File: config.mk
export PLATFORM = sky130hd
export DESIGN_NAME = mix_columns_iter
export DESIGN_NICKNAME = d
export VERILOG_FILES = /design/src/rtl/mix_columns_iter.sv
export SDC_FILE = /design/constraint.sdc
export NUM_CORES = 1
export LEC_CHECK = 0
export CAP_MARGIN = 20
export CELL_PAD_IN_SITES_DETAIL_PLACEMENT = 1
export CELL_PAD_IN_SITES_GLOBAL_PLACEMENT = 2
export CORE_MARGIN = 8
export CORE_UTILIZATION = 41
export DETAILED_ROUTE_END_ITERATION = 7
export DONT_BUFFER_PORTS = 1
export GPL_TIMING_DRIVEN = 1
export PLACE_DENSITY_LB_ADDON = 0.1
export SETUP_SLACK_MARGIN = 0.15
export SKIP_CTS_REPAIR_TIMING = 1
export SLEW_MARGIN = 20
export SYNTH_ARGS = -nofsm -noshare
export SYNTH_HDL_FRONTEND = slang
export SYNTH_SLANG_ARGS = --single-unit
File: constraint.sdc
create_clock -name clk -period 3.8 [get_ports clk]
set_input_delay 0.76 -clock clk [delete_from_list [all_inputs] [get_ports clk]]
set_output_delay 0.76 -clock clk [all_outputs]
set_load 0.02 [all_outputs]
File: src/rtl/mix_columns_iter.sv
// rtl/mix_columns_iter.sv - iterative AES MixColumns/InvMixColumns engine, CPC columns per cycle
module mix_columns_iter #(
    parameter int NCOL = 4,
    parameter int CPC  = 1
) (
    input  logic                 clk,
    input  logic                 rst_n,
    input  logic                 in_valid,
    output logic                 in_ready,
    input  logic                 in_inv,
    input  logic [32*NCOL-1:0]   in_state,
    output logic                 out_valid,
    input  logic                 out_ready,
    output logic [32*NCOL-1:0]   out_state,
    output logic                 busy
);

    localparam int NGRP = NCOL / CPC;
    localparam int CW   = (NGRP > 1) ? $clog2(NGRP) : 1;
    localparam logic [CW-1:0] LAST = CW'(NGRP - 1);

    generate
        if (NCOL < 1 || CPC < 1 || (NCOL % CPC) != 0) begin : g_param_check
            $error("mix_columns_iter: NCOL must be >= 1 and divisible by CPC");
        end
    endgenerate

    typedef enum logic [1:0] {IDLE, RUN, DONE} state_t;

    state_t             state, state_n;
    logic [32*NCOL-1:0] work;
    logic               mode;
    logic [CW-1:0]      cnt;
    logic [31:0]        col_res [CPC];

    function automatic logic [7:0] xt(input logic [7:0] b);
        return {b[6:0], 1'b0} ^ (b[7] ? 8'h1b : 8'h00);
    endfunction

    // One column unit: both matrices are built from the same xtime chain, mode picks the result.
    function automatic logic [31:0] mix(input logic [31:0] c, input logic inv);
        logic [7:0]  a  [4];
        logic [7:0]  m2 [4];
        logic [7:0]  m4 [4];
        logic [7:0]  m8 [4];
        logic [31:0] f;
        logic [31:0] v;
        f = '0;
        v = '0;
        for (int i = 0; i < 4; i++) begin
            a[i]  = c[31-8*i -: 8];
            m2[i] = xt(a[i]);
            m4[i] = xt(m2[i]);
            m8[i] = xt(m4[i]);
        end
        for (int i = 0; i < 4; i++) begin
            f[31-8*i -: 8] = m2[i] ^ m2[(i+1)%4] ^ a[(i+1)%4] ^ a[(i+2)%4] ^ a[(i+3)%4];
            v[31-8*i -: 8] = (m8[i] ^ m4[i] ^ m2[i])
                           ^ (m8[(i+1)%4] ^ m2[(i+1)%4] ^ a[(i+1)%4])
                           ^ (m8[(i+2)%4] ^ m4[(i+2)%4] ^ a[(i+2)%4])
                           ^ (m8[(i+3)%4] ^ a[(i+3)%4]);
        end
        return inv ? v : f;
    endfunction

    always_comb begin
        for (int g = 0; g < CPC; g++) begin
            col_res[g] = mix(work[(int'(cnt)*CPC + g)*32 +: 32], mode);
        end
    end

    always_ff @(posedge clk or negedge rst_n) begin
        if (!rst_n) begin
            state <= IDLE;
        end else begin
            state <= state_n;
        end
    end

    always_comb begin
        state_n = state;
        case (state)
            IDLE:    if (in_valid && in_ready) state_n = RUN;
            RUN:     if (cnt == LAST) state_n = DONE;
            DONE:    if (out_ready) state_n = IDLE;
            default: state_n = IDLE;
        endcase
    end

    // Column groups are rewritten in place, so the working register doubles as the output.
    always_ff @(posedge clk or negedge rst_n) begin
        if (!rst_n) begin
            work <= '0;
            mode <= 1'b0;
            cnt  <= '0;
        end else if (state == IDLE && in_valid) begin
            work <= in_state;
            mode <= in_inv;
            cnt  <= '0;
        end else if (state == RUN) begin
            for (int g = 0; g < CPC; g++) begin
                work[(int'(cnt)*CPC + g)*32 +: 32] <= col_res[g];
            end
            if (cnt != LAST) cnt <= cnt + CW'(1);
        end
    end

    assign in_ready  = (state == IDLE) && rst_n;
    assign out_valid = (state == DONE);
    assign busy      = (state != IDLE);
    assign out_state = work;

endmodule

==> impl_metrics.json <==
{
  "drive_gt1_frac": 0.179,
  "syn_inst": 759,
  "grt_setup_unrepaired": "yes",
  "drt_iter0_drc": 710,
  "chipHeight_um": 161,
  "crit_path_max_fanout": 9,
  "skew_ns": 0.0119,
  "ant_nets": 0,
  "cp_data_required_time_ns": 4.07,
  "synthXorXnorAreaFrac": 0.246,
  "synth_area_leaders": "dfrtp_1 (39%), xnor2_1 (12%), mux4_2 (8.4%)",
  "die_w_um": 161,
  "clock.fmax_mhz": 286,
  "fin_tns_setup_ns": 0,
  "antennaDiodeCount": 0,
  "detailroute.via_count": 6795,
  "synth_edf_count": 0,
  "relSlewSlack": 0.362,
  "status": "finished, final reports clean",
  "clk_latency_ns": 0.42,
  "synth_top_cell_area_share": 0.386,
  "crit_arrival_ns": 3.76,
  "synthMuxAreaShare": 0.0870,
  "cts_root_buf": "clkbuf_16",
  "placed_area_mm2": 0.00909,
  "synthSimpleGateAreaFrac": 0.0248,
  "dr.pass1.iters": 7,
  "clock_path_buffers": 2,
  "syn_avg_cell_area_um2": 11.4,
  "clock_sinks": 133,
  "syn-cell-area_mm2": 0.00863,
  "cts_made_buffers": 17,
  "synth_common_cells": "dfrtp_1 (133), xnor2_1 (123), a22oi_1 (80), o21ai_0 (68), xor2_1 (45)",
  "syn-num-nets": 896,
  "antenna_found_initial": 0,
  "fin_area_mm2": 0.00983,
  "drc": 0,
  "grt_pass1_vias": 7578,
  "io_pins": 264,
  "groute.usage.overall": 0.263,
  "ys_types": 40,
  "grt_start_max_net_pins": 135,
  "hold_class": "in2async",
  "cap_violations": 0,
  "ys_seq_area_frac": 0.386,
  "grt_overflow": 0,
  "core_mm2": 0.0208,
  "clk_pin_slew_ns": 0.06,
  "period_share": 0.919,
  "nNetsFinal": 903,
  "dieArea_mm2": 0.0259,
  "viasPerCell": 6.46,
  "synth_compound_area_frac": 0.204,
  "start_util": 0.414,
  "portBuffers": 0,
  "worst_pin_slew_ns": 0.956,
  "critPathLaunchType": "flop",
  "synthAdderAreaFrac": 0.00580,
  "grt_pass1_wl_um": 50900,
  "use_met3": 0.0664,
  "final-hold-violation-count": 0,
  "path_class": "reg2reg",
  "cts_max_level": 4,
  "yosysMostFrequentCell": "dfrtp_1",
  "hpwl_um": 25300,
  "crit_path_end_kind": "flop",
  "cts_tree": "built",
  "grt_use_met2": 0.428,
  "synthArstFlopShare": 1.00,
  "yosysTopAreaCell": "dfrtp_1",
  "grtUsageMet1": 0.327,
  "slew_viol_final": 0,
  "place.gp.congestion": 0.892,
  "finalCriticalPeriod_ns": 3.49,
  "wirelength_um": 34400,
  "finalSetupViolCount": 0,
  "wl_per_cell_um": 32.7,
  "top_usage_layer": "met2",
  "ys_warn_count": 0,
  "synth_top_family_by_area": "XOR/XNOR gates",
  "ys_ff_latch": 133,
  "num_rows": 53,
  "area_growth_syn_to_layout_pct": 14.0,
  "ys.flop_type": "dfrtp_1"
}
==> cells by family (layout without fill, tap and decap cells) <==
logic type | after synthesis | in the layout
buffers and inverters | 90 | 108
and+or+nand+nor | 47 | 47
DFF | 133 | 133
xor gates and xnor gates | 199 | 199
muxes | 35 | 35
AOI/OAI and AO/OA | 251 | 251
adders and majority gates | 4 | 4
==> cell usage in the layout, fill, tap and decap left out, types with 5 or more instances in the layout <==
cell type,count
bufinv_16,5
a222oi_1,24
xnor3_1,13
buf_4,41
xnor2_1,118
xnor2_4,5
clkbuf_16,17
dfrtp_1,131
xor2_1,44
nand2_1,20
inv_1,31
o21ai_1,14
mux4_2,32
a22o_1,28
a21o_1,28
a21oi_1,7
xnor2_2,14
buf_12,5
a22oi_1,80
o21ai_0,68
nor2_1,12
==> per-layer routing <==
metal / vias up / routed length [µm]
met4: 0 / 1340
li1: 2793 / -
met2: 328 / 16900
met3: 78 / 2530
met5: - / 0
met1: 3596 / 13600
==> per-stage QoR <==
stage                util  std cells  hold slack (ns)  setup WS (ns)
finish              0.472       1052           0.0235          0.309
global route        0.472       1052          0.00938          0.144
CTS                 0.468       1048          0.00694         0.0524
detailed placement  0.437       1018            0.469         0.0783
global placement    0.437       1018            0.469          0.209
floorplan               -        759            0.464          0.753
==> worst paths after layout <==
check / start / end / slack [ns] / cells past startpoint
min in group clk: in_inv / mode / 0.47 / 2
max reg2reg: cnt[0] / out_state[107] / 0.31 / 9
max in group asynchronous: rst_n / out_state[84] / 3.47 / 0
min: rst_n / out_state[21] / 0.02 / 0
max: cnt[0] / out_state[107] / 0.31 / 9
min reg2reg: state[1] / state[0] / 0.68 / 1
==> registers in the layout, indices dropped and copies added, names as in the netlist <==
name,cells
mode,1
cnt,2
state,2
out_state,128
==> cell type report <==
type,count,area (µm²)
Fill cell,2194,11000
Multi-Input combinational cell,536,4970
Sequential cell,133,3330
Clock buffer,19,453
Timing Repair Buffer,47,419
Tap cell,275,344
Clock inverter,11,199
Inverter,31,116
==> critical path: stages (launching register included) <==
cell and delay, ns:
dfrtp_4 0.55, buf_12 0.19, mux4_2 0.63, xnor2_2 0.36, xnor3_2 0.59, xnor2_4 0.21
xnor2_1 0.13, nand2_1 0.20, xor2_4 0.34, o21ai_0 0.12
Power is not shown: default switching activity piles up to over one toggle a cycle in this logic, so the estimate is an artifact.
